**src/rtl/dilated_tap_cache.sv**
```systemverilog
// dilated_tap_cache
//   Streaming history cache in front of a dilated causal convolution dot
//   product. Each accepted C-channel vector x(t) is emitted as the packed
//   operand {x(t-DILATION), x(t)}. The tap is zero until DILATION vectors
//   have been seen since the last reset/clear (causal zero padding).
//
// Ports
//   clk         in   clock, rising edge
//   rst         in   asynchronous active-low reset
//   in_data     in   C*W   current vector x(t), channel 0 in the MSBs
//   in_v        in   1     in_data valid
//   in_ready    out  1     vector can be accepted this cycle
//   clear       in   1     synchronous history clear (sequence start)
//   out_packed  out  2*C*W {x(t-DILATION), x(t)}
//   out_v       out  1     out_packed valid
//   out_ready   in   1     downstream consumes out_packed this cycle
//
// Handshake: a transfer happens on a rising edge where valid && ready are
// both high. The producer holds valid and data stable until that edge;
// ready may depend combinationally on the other side's state.
module dilated_tap_cache #(
    parameter int W        = 16,
    parameter int C        = 4,
    parameter int DILATION = 4
) (
    input  logic               clk,
    input  logic               rst,
    input  logic [C*W-1:0]     in_data,
    input  logic               in_v,
    output logic               in_ready,
    input  logic               clear,
    output logic [2*C*W-1:0]   out_packed,
    output logic               out_v,
    input  logic               out_ready
);

    localparam int PW = (DILATION > 1) ? $clog2(DILATION) : 1;
    localparam int FW = $clog2(DILATION + 1);
    localparam logic [PW-1:0] PTR_LAST = PW'(DILATION - 1);
    localparam logic [FW-1:0] FILL_MAX = FW'(DILATION);

    // Output-register occupancy; out_v is a direct decode of this register.
    typedef enum logic {
        ST_EMPTY = 1'b0,
        ST_FULL  = 1'b1
    } state_e;

    state_e               state_q, state_d;
    logic [PW-1:0]        wr_ptr_q, wr_ptr_d;
    logic [FW-1:0]        fill_q, fill_d;
    logic [2*C*W-1:0]     out_packed_q, out_packed_d;
    logic [C*W-1:0]       mem [0:DILATION-1];
    logic [C*W-1:0]       tap;
    logic                 accept;

    // Single output stage: accept when empty or when the held word leaves now.
    assign in_ready = !clear && ((state_q == ST_EMPTY) || out_ready);
    assign accept   = in_v && in_ready;

    // The slot about to be overwritten holds x(t-DILATION) once the ring is
    // full; stale contents after a clear are masked by fill.
    assign tap = (fill_q == FILL_MAX) ? mem[wr_ptr_q] : '0;

    always_comb begin
        state_d      = state_q;
        wr_ptr_d     = wr_ptr_q;
        fill_d       = fill_q;
        out_packed_d = out_packed_q;
        if (clear) begin
            state_d  = ST_EMPTY;
            wr_ptr_d = '0;
            fill_d   = '0;
        end else if (accept) begin
            state_d      = ST_FULL;
            out_packed_d = {tap, in_data};
            wr_ptr_d     = (wr_ptr_q == PTR_LAST) ? '0 : wr_ptr_q + 1'b1;
            fill_d       = (fill_q == FILL_MAX) ? fill_q : fill_q + 1'b1;
        end else if ((state_q == ST_FULL) && out_ready) begin
            state_d = ST_EMPTY;
        end
    end

    always_ff @(posedge clk or negedge rst) begin
        if (!rst) begin
            state_q      <= ST_EMPTY;
            wr_ptr_q     <= '0;
            fill_q       <= '0;
            out_packed_q <= '0;
        end else begin
            state_q      <= state_d;
            wr_ptr_q     <= wr_ptr_d;
            fill_q       <= fill_d;
            out_packed_q <= out_packed_d;
        end
    end

    // History storage is deliberately not reset; fill gates its use.
    always_ff @(posedge clk) begin
        if (accept) begin
            mem[wr_ptr_q] <= in_data;
        end
    end

    assign out_v      = (state_q == ST_FULL);
    assign out_packed = out_packed_q;

endmodule

```
**config.mk**
```make
export PLATFORM = sky130hd
export DESIGN_NAME = dilated_tap_cache
export DESIGN_NICKNAME = d
export VERILOG_FILES = /design/src/rtl/dilated_tap_cache.sv
export SDC_FILE = /design/constraint.sdc
export NUM_CORES = 1
export LEC_CHECK = 0
export ABC_AREA = 1
export CORE_ASPECT_RATIO = 0.75
export CORE_UTILIZATION = 25
export CTS_BUF_LIST = sky130_fd_sc_hd__clkbuf_8
export DETAILED_ROUTE_END_ITERATION = 16
export SLEW_MARGIN = 20
export SYNTH_ARGS = -nofsm -noshare
export SYNTH_HDL_FRONTEND = slang
export SYNTH_SLANG_ARGS = --single-unit
export TNS_END_PERCENT = 10
```
**constraint.sdc**
```tcl
create_clock -name clk -period 13.3 [get_ports clk]
set_clock_uncertainty 0.1 [all_clocks]
set_input_delay 2.66 -clock clk [delete_from_list [all_inputs] [get_ports clk]]
set_output_delay 2.66 -clock clk [all_outputs]
set_load 0.03 [all_outputs]
```
# Word-level counts from Yosys, hierarchy flattened
# Memory sizes are Yosys's and may differ from the RTL's.
# Index checks and enable logic that the tools add are counted.
# totals
inputBits	69
n_memories	1
word_cells	33
out_inout_bits	130
register_bits	134
ramBits	256
# memory_table
name	depth	width	rd	rd_clocked_by_memory_dff	wr	line_no	rtl
mem	4	64	1	0	1	52	logic [C*W-1:0] mem [0:DILATION-1];
# classes
mux	12
addsub	2
n_eq_ne	3
reduce_logical	9
bitwise_logic	2
# ops
operator	count
2-to-1 mux 64 bit	1
2-to-1 mux 3 bit	3
2-to-1 mux 2 bit	3
2-to-1 mux 1 bit	5
AND reduction 2 bit	2
adder 3 x 1 -> 3 bit, second input constant	1
equality test 3 bit, second input constant	1
logical AND 1 bit	3
nonzero test 3 bit	1
adder 2 x 1 -> 2 bit, second input constant	1
equality test 2 bit, second input constant	1
!= test 2 bit, second input constant	1
inverter 1 bit	2
nonzero test 2 bit	1
zero test 1 bit	1
logical OR 1 bit	1

# Longest topological paths before layout
# Gate-level depths: netlist of the first run.
# logic_depth
ltp_word	6
mapped_depth	9
ltp_nobuf	7

# Worst setup path after synthesis of the first run
# Ideal clock, no wire load.
# synth_timing
path_type	input -> register
start	input port out_ready
end	memory mem[0][0] (netlist bit), enable pin
n_path_buf	1
setup_ps	487
setup_slack_ps	6877
stages	5
t_arrival_ps	5836
required_ps	12713
cell_sequence	inv_1 > nand2_1 > nand3_4 > clkbuf_1 > nor2_1
# synth_between
elab_chain_len	5
# synth_lines
element	line_no	rtl
from (decl)	34	input logic out_ready
logical OR 1 bit	57	assign in_ready = !clear && ((state_q == ST_EMPTY) || out_ready);
logical AND 1 bit	57	
logical AND 1 bit	58	assign accept = in_v && in_ready;
2-to-1 mux 1 bit	99	if (accept) begin
2-to-1 mux 1 bit (implied by the code)	100	mem[wr_ptr_q] <= in_data;
to (decl)	52	
# No other way between the ends.

# Worst setup path after layout of the first run
# layout_timing
start	input port clear
end	output port in_ready
# layout_between
elab_chain_len	2
# layout_lines
element	line_no	rtl
from (decl)	31	input logic clear,
zero test 1 bit	57	
logical AND 1 bit	57	
to (decl)	30	output logic in_ready,
# No other way between the ends.

==> results of run 1 <==
[worst max-delay path, delay by kind of cell]
family                 cells  cell delay, ps
buffers and inverters      2            1260
and+or+nand+nor            1             280
[per-stage QoR]
| step | worst slack (ps) | cells | utilization [%] | cell area [um^2] |
|---|---|---|---|---|
| finish | 6340 | 2713 | 32.4 | 20300 |
| global route | 6260 | 2713 | 32.4 | 20300 |
| CTS | 6280 | 2712 | 32.3 | 20300 |
| detailed placement | 6280 | 2588 | 30.1 | 18800 |
| global placement | 6290 | 2588 | 30.1 | 18800 |
| floorplan | 6880 | 1603 | - | 16000 |
[registers in the layout (all words and copies together), names as in the netlist]
name and flops:
mem 256, out_packed 128, fill_q 3, wr_ptr_q 2, out_v 1
[cell families after synthesis]
| group | count (synthesis) | share of synthesized area (%) |
|---|---|---|
| fa+ha+maj | 6 | 0.469 |
| simple gates | 856 | 21.8 |
| flops | 390 | 69.0 |
| compound gates | 4 | 0.141 |
| buf+inv | 346 | 8.51 |
| xor+xnor | 1 | 0.0548 |
[final cells by class]
cell class                      instances  area (um^2)
Tap cell                              850         1060
Clock inverter                         48          384
Fill cell                            6331        42400
Sequential cell                       390        11000
Inverter                              269         1010
Multi-Input combinational cell        867         3630
Timing Repair Buffer                  213         2110
Clock buffer                           76         1050
[power by group]
part	internal [mW]	total [mW]	switching [mW]
Clock	0.662	1.17	0.504
Combinational	0.124	0.361	0.237
Sequential	1.35	1.38	0.0321
Total	2.14	2.91	0.773
[placed cells by master, fill, tap and decap left out, drive strengths merged]
cell / instances
a21oi: 1
buf: 17
bufinv: 7
clkbuf: 76
clkdlybuf4s50: 196
clkinv: 19
clkinvlp: 1
dfrtp: 134
edfxtp: 256
ha: 6
inv: 290
nand2: 647
nand3: 200
nand4: 1
nor2: 8
o21ai: 2
o21bai: 1
xor2: 1
[path summary, 6_finish.rpt]
check	from	to	slack, ps	cells past startpoint
max	clear	in_ready	6340	3
min	out_packed[126]	out_packed[126]	380	2
min in group asynchronous	rst	out_packed[78]	1930	1
max in group asynchronous	rst	out_packed[58]	9980	2
max reg2reg	wr_ptr_q[1]	mem[1][19]	9100	6
min reg2reg	out_packed[126]	out_packed[126]	380	2
[metal layers]
metal	vias to the layer above	GRT usage (%)	share of wire, %
li1	5419	-	-
met1	5348	18.2	49
met2	247	20.2	43
met3	77	3.65	5.4
met4	2	4.27	2.3
met5	-	0	0.021
==> impl_metrics.json, run 1 <==
{
  "cts_tree": "done",
  "drt-initial-drc-count": 512,
  "critPathMaxFanout": 5,
  "clockBufferDepth": 3,
  "place_congestion": 0.758,
  "htreeDepth": 3,
  "antenna_left": 0,
  "post-route-period-util_pct": 52.3,
  "die_w_um": 294,
  "path_cells": "clkdlybuf4s50_1 -> nor2_4 -> clkdlybuf4s50_1",
  "yosys-top-cells-area": "edfxtp_1, dfrtp_1, nand2_1, inv_1, nand3_1",
  "ys_ff_latch": 390,
  "worst_ep_arrival_time_ps": 4200,
  "initial_utilization_pct": 25.5,
  "hold_class": "flop to flop",
  "synth_edf_count": 256,
  "yosysMostFrequentCell": "nand2_1",
  "netlist_area_um2": 16000,
  "antenna_found_initial": 1,
  "worstMarginPinSlew_ps": 1030,
  "hold_slack_ps": 377,
  "ys_seq_area_share_pct": 69.0,
  "drcViolationCount": 0,
  "ctsResizeCount": 0,
  "grt_usage_pct": 13.3,
  "grt_pass1_vias": 11400,
  "power_mw": 2.91,
  "cts-root-buf": "clkbuf_8",
  "startpoint_type": "input pin",
  "cp_slowest_cell": "clkdlybuf4s50_1",
  "diodes": 0,
  "dr_total_vias": 11100,
  "grt_pass1_wl_um": 65500,
  "syn_to_final_growth_pct": 26.9,
  "synth_common_cells": "nand2_1, inv_1, edfxtp_1",
  "ys.flop_type": "edfxtp_1",
  "leakagePower_nw": 9.36,
  "fmax_mhz": 144,
  "synth_top_area_share_pct": 48.1,
  "max_slew_margin_pct": 31.0,
  "status": "finished, final reports clean",
  "synthCells": 1603,
  "synthArstFlopShare_pct": 34.4,
  "num_rows": 79,
  "clk_pin_slew_ps": 50,
  "drive_above_1_share_pct": 6.60,
  "dieArea_um2": 65000,
  "fin_crit_ps": 6960,
  "grt_overflow": 0,
  "pwr_density_cell_nw_per_um2": 143,
  "ios": 199,
  "hold_viol": 0,
  "io_buffer_count": 198,
  "final_nets": 1885,
  "core_area_um2": 62700,
  "ir_worst_vdd_mv": 0.0886,
  "wl_um": 42500,
  "avgViaCountPerCell": 4.09,
  "insertion_delay_ps": 630,
  "synth_warnings": 0,
  "end_kind": "output port",
  "tns_ps": 0,
  "wire_per_inst_um": 15.7,
  "dpl.hpwl_um": 24800,
  "syn_nets": 1678,
  "cp.required_ps": 10540,
  "maxCapViolations": 0,
  "ys_types": 19,
  "cts_buffers": 69,
  "crit_top_cell": "clkdlybuf4s50_1",
  "max_stage_delay_ps": 720,
  "path_class": "input pin to output port",
  "cts.sinks": 390,
  "grt_max_degree": 73,
  "die_y_um": 221,
  "syn-mean-instance-area_um2": 9.98,
  "rsz0062_at_grt": "no",
  "final-setup-viol-count": 0,
  "slew_viol_final": 0,
  "post_cts.repair.setup_buffers": 0,
  "hold_buffers": 0,
  "first_pass_iters": 5,
  "yosys.area.top_type": "edfxtp_1"
}
Power figures use the tool's default switching activity.
==> inputs of run 2 (changes only) <==
==> constraint.sdc (replaced) <==
create_clock -name clk -period 6.8 [get_ports clk]
set_clock_uncertainty 0.1 [all_clocks]
set_input_delay 1.36 -clock clk [delete_from_list [all_inputs] [get_ports clk]]
set_output_delay 1.36 -clock clk [all_outputs]
set_load 0.03 [all_outputs]
==> impl_metrics.json, run 2 (synthesis results as in run 1) <==
{
  "clockBufferDepth": 3,
  "n_fill_cell": 6416,
  "hp-start": "out_packed[119]",
  "startpoint_type": "input pin",
  "dr_total_vias": 11000,
  "ff_latch_area_um2": 11000,
  "grt_pass1_vias": 11000,
  "r2r_start": "wr_ptr_q[1]",
  "antenna_found_initial": 1,
  "r2r_setup_slack_ps": 3320,
  "regMostFlops": "mem",
  "drt-initial-drc-count": 716,
  "drcViolationCount": 0,
  "setup_ws_ps": 2140,
  "fin_crit_ps": 4660,
  "status": "finished, final reports clean",
  "final_nets": 1890,
  "clk_pin_slew_ps": 50,
  "wl_um": 41900,
  "worst_ep_arrival_time_ps": 3200,
  "rsz0062_at_grt": "no",
  "cp.required_ps": 5340,
  "leakagePower_nw": 9.35,
  "final_cell_mix": "nand2_1, inv_1, edfxtp_1",
  "htreeDepth": 3,
  "dpl.hpwl_um": 26100,
  "first_pass_iters": 5,
  "final_common_cell": "nand2_1",
  "multi_input_area_um2": 3630,
  "cts_buffers": 68,
  "cts_tree": "done",
  "diodes": 0,
  "reg2reg_depth": 6,
  "tns_ps": 0,
  "grt_pass1_wl_um": 65300,
  "initial_utilization_pct": 25.5,
  "avgViaCountPerCell": 4.05,
  "grt_max_degree": 88,
  "cts-root-buf": "clkbuf_8",
  "post_cts.repair.setup_buffers": 0,
  "path_class": "input pin to output port",
  "dieArea_um2": 65000,
  "core_area_um2": 62700,
  "hold_slack_ps": 377,
  "final-setup-viol-count": 0,
  "place_congestion": 0.766,
  "hold_class": "flop to flop",
  "ir_worst_vdd_mv": 0.106,
  "die_y_um": 221,
  "dp_slack_ps": 1870,
  "hold_buffers": 0,
  "grt_overflow": 0,
  "syn_to_final_growth_pct": 26.8,
  "maxCapViolations": 0,
  "num_rows": 79,
  "cts.sinks": 390,
  "io_buffer_count": 198,
  "fmax_mhz": 214,
  "insertion_delay_ps": 620,
  "wire_per_inst_um": 15.4,
  "critPathMaxFanout": 17,
  "die_w_um": 294,
  "worstMarginPinSlew_ps": 947,
  "largest_register_ffs": 256,
  "hold_depth": 2,
  "slew_viol_final": 0,
  "drive_above_1_share_pct": 6.70,
  "grt_usage_pct": 13.1,
  "pwr_density_cell_nw_per_um2": 270,
  "post-route-period-util_pct": 68.6,
  "max_slew_margin_pct": 36.8,
  "antenna_left": 0,
  "hold_end": "out_packed[119]",
  "hold_viol": 0,
  "r2r-end": "mem[0][55]",
  "ctsResizeCount": 0,
  "ios": 199,
  "end_kind": "output port"
}
-- run 2: changes by cell type in the layout (fill, tap and decap cells not counted) --
cell        previous run  this run
bufinv_16              7         2
buf_16                 0         3
buf_12                 1         3
buf_4                 14        16
buf_6                  2         1
clkinv_1               8         9
clkinv_2              10        11
clkinv_4               1         0
clkinvlp_4             1         2
-- run 2: report_power, final --
part,switching [mW],internal (mW),leakage [nW]
logic,0.450,0.248,4.52
registers,0.0735,2.64,4.08
clock network,0.955,1.10,0.745
total,1.48,3.99,9.35
-- run 2: metal layers --
layer / vias up / routed length [um] / track usage, %
li1: 5428 / - / -
met1: 5208 / 20600 / 18.7
met2: 310 / 18000 / 19.1
met3: 63 / 2460 / 3.36
met4: 2 / 833 / 4.15
met5: - / 10 / 0
-- run 2: how the worst max path moves through the flow --
stage | slack [ps] | depth (start not counted) | start | endpoint
floorplan | 1680 | 5 | out_ready | mem[0][0]
global placement | 1850 | 5 | clear | mem[1][6]
detailed placement | 1870 | 5 | clear | mem[2][7]
CTS | 2130 | 3 | clear | in_ready
global route | 2080 | 3 | clear | in_ready
finish | 2140 | 3 | clear | in_ready
-- run 2: cell type report --
class	instances	share of cell area (%)
Clock buffer	76	5.16
Sequential cell	390	54.5
Clock inverter	45	1.19
Timing Repair Buffer	219	11.0
Inverter	269	5.00
Tap cell	850	5.24
Multi-Input combinational cell	867	17.9
-- run 2: through the flow --
stage	cell area (um^2)	util [%]	cells	total power, mW
5_1_grt	20300	32.4	2716	5.74
2_1_floorplan	16000	-	1603	3.14
3_5_place_dp	18900	30.2	2592	3.47
3_3_place_gp	18900	30.1	2590	3.46
4_1_cts	20200	32.2	2713	5.56
6_report	20300	32.4	2716	5.47
-- run 2: critical path, cell delays in order --
cell,delay [ps]
clkdlybuf4s50_1,520
nor2_4,520
clkdlybuf4s50_1,790
==> inputs of run 3 (changes only) <==
==> constraint.sdc (replaced) <==
create_clock -name clk -period 4.7 [get_ports clk]
set_clock_uncertainty 0.1 [all_clocks]
set_input_delay 0.94 -clock clk [delete_from_list [all_inputs] [get_ports clk]]
set_output_delay 0.94 -clock clk [all_outputs]
set_load 0.03 [all_outputs]
==> impl_metrics.json, run 3 (synthesis results as in run 1) <==
{
  "drive_above_1_share_pct": 6.95,
  "htreeDepth": 3,
  "avgViaCountPerCell": 4.09,
  "worst_ep_arrival_time_ps": 2520,
  "drcViolationCount": 0,
  "first_pass_iters": 5,
  "fmax_mhz": 281,
  "grt_usage_pct": 13.0,
  "slew_viol_final": 0,
  "cp.required_ps": 3660,
  "dieArea_um2": 65000,
  "diodes": 0,
  "dr_total_vias": 11100,
  "ir_worst_vdd_mv": 0.213,
  "topRoutingLayerUsed": "met4",
  "grt_overflow": 0,
  "final_common_cell": "nand2_1",
  "num_rows": 79,
  "io_buffer_count": 198,
  "cts.sinks": 390,
  "startpoint_type": "input pin",
  "final-setup-viol-count": 0,
  "clockBufferDepth": 3,
  "hold_class": "input pin to asynchronous set/reset pin",
  "dp_slack_ps": 1130,
  "die_w_um": 294,
  "path_class": "input pin to output port",
  "place_congestion": 0.739,
  "rsz0062_at_grt": "no",
  "grt_pass1_vias": 11200,
  "post-route-util_pct": 32.4,
  "antenna_found_initial": 0,
  "route.met2.wl_um": 18500,
  "pwr_density_cell_nw_per_um2": 398,
  "tns_ps": 0,
  "antenna_left": 0,
  "wl_met3_um": 2420,
  "fin_crit_ps": 3560,
  "critPathMaxFanout": 5,
  "core_area_um2": 62700,
  "ios": 199,
  "startpoint": "clear",
  "largest_register_ffs": 256,
  "status": "finished, final reports clean",
  "drt-initial-drc-count": 663,
  "grt_max_degree": 93,
  "fin_area_um2": 20300,
  "hold_viol": 0,
  "end_kind": "output port",
  "wl_um": 41600,
  "post_cts.repair.setup_buffers": 0,
  "cts_buffers": 69,
  "wire_per_inst_um": 15.3,
  "maxCapViolations": 0,
  "final_cell_mix": "nand2_1, inv_1, edfxtp_1",
  "regMostFlops": "mem",
  "final_nets": 1891,
  "cts_tree": "done",
  "insertion_delay_ps": 620,
  "leakagePower_nw": 9.37,
  "hold_buffers": 0,
  "r2r_start": "wr_ptr_q[1]",
  "post-route-period-util_pct": 75.8,
  "ctsResizeCount": 0,
  "grt_pass1_wl_um": 64900,
  "met1_length_um": 19900,
  "setup_ws_ps": 1140,
  "cts-root-buf": "clkbuf_8",
  "worstMarginPinSlew_ps": 1070,
  "syn_to_final_growth_pct": 27.0,
  "placement.cell_area_um2": 18900,
  "initial_utilization_pct": 25.5,
  "die_y_um": 221,
  "max_slew_margin_pct": 28.6,
  "dpl.hpwl_um": 24000,
  "clk_pin_slew_ps": 60
}
## run 3: cell type report
cell class / count / area, um^2
flip-flops and latches: 390 / 11000
fillers: 6393 / 42400
clock buffers: 84 / 1160
multi-input cells: 867 / 3630
well taps: 850 / 1060
repair buffers: 219 / 2160
inverters: 269 / 1010
clock inverters: 41 / 231
## run 3: per-layer routing
| metal | track usage (%) | vias to the layer above |
|---|---|---|
| met3 | 3.19 | 65 |
| met5 | 0 | - |
| met4 | 4.20 | 0 |
| met1 | 17.8 | 5365 |
| li1 | - | 5428 |
| met2 | 20.1 | 275 |
## run 3: path summary, 6_finish.rpt
check | cells after the start | slack [ps] | to
max | 3 | 1140 | in_ready
min | 1 | 260 | out_packed[2]
max reg2reg | 5 | 1840 | mem[1][16]
max in group asynchronous | 2 | 3200 | out_packed[86]
min reg2reg | 2 | 380 | out_packed[108]
min in group clk | 2 | 380 | out_packed[108]
## run 3: worst max-delay path: stages
cell	delay, ps
clkdlybuf4s50_1	540
nor2_4	300
clkdlybuf4s50_1	740
## run 3: metrics by stage
stage / std cells / total power, mW / hold WS, ps
final: 2720 / 8.08 / 262
after global routing: 2720 / 8.49 / 277
after CTS: 2720 / 8.24 / 239
after detailed placement: 2595 / 5.02 / 364
after global placement: 2595 / 5.00 / 364
after floorplan: 1603 / 4.54 / 395
## run 3: power breakdown
| part | total, mW | internal (mW) | switching, mW |
|---|---|---|---|
| registers | 3.92 | 3.83 | 0.0903 |
| clock network | 3.14 | 1.73 | 1.41 |
| logic | 1.02 | 0.358 | 0.665 |
| total | 8.08 | 5.91 | 2.17 |
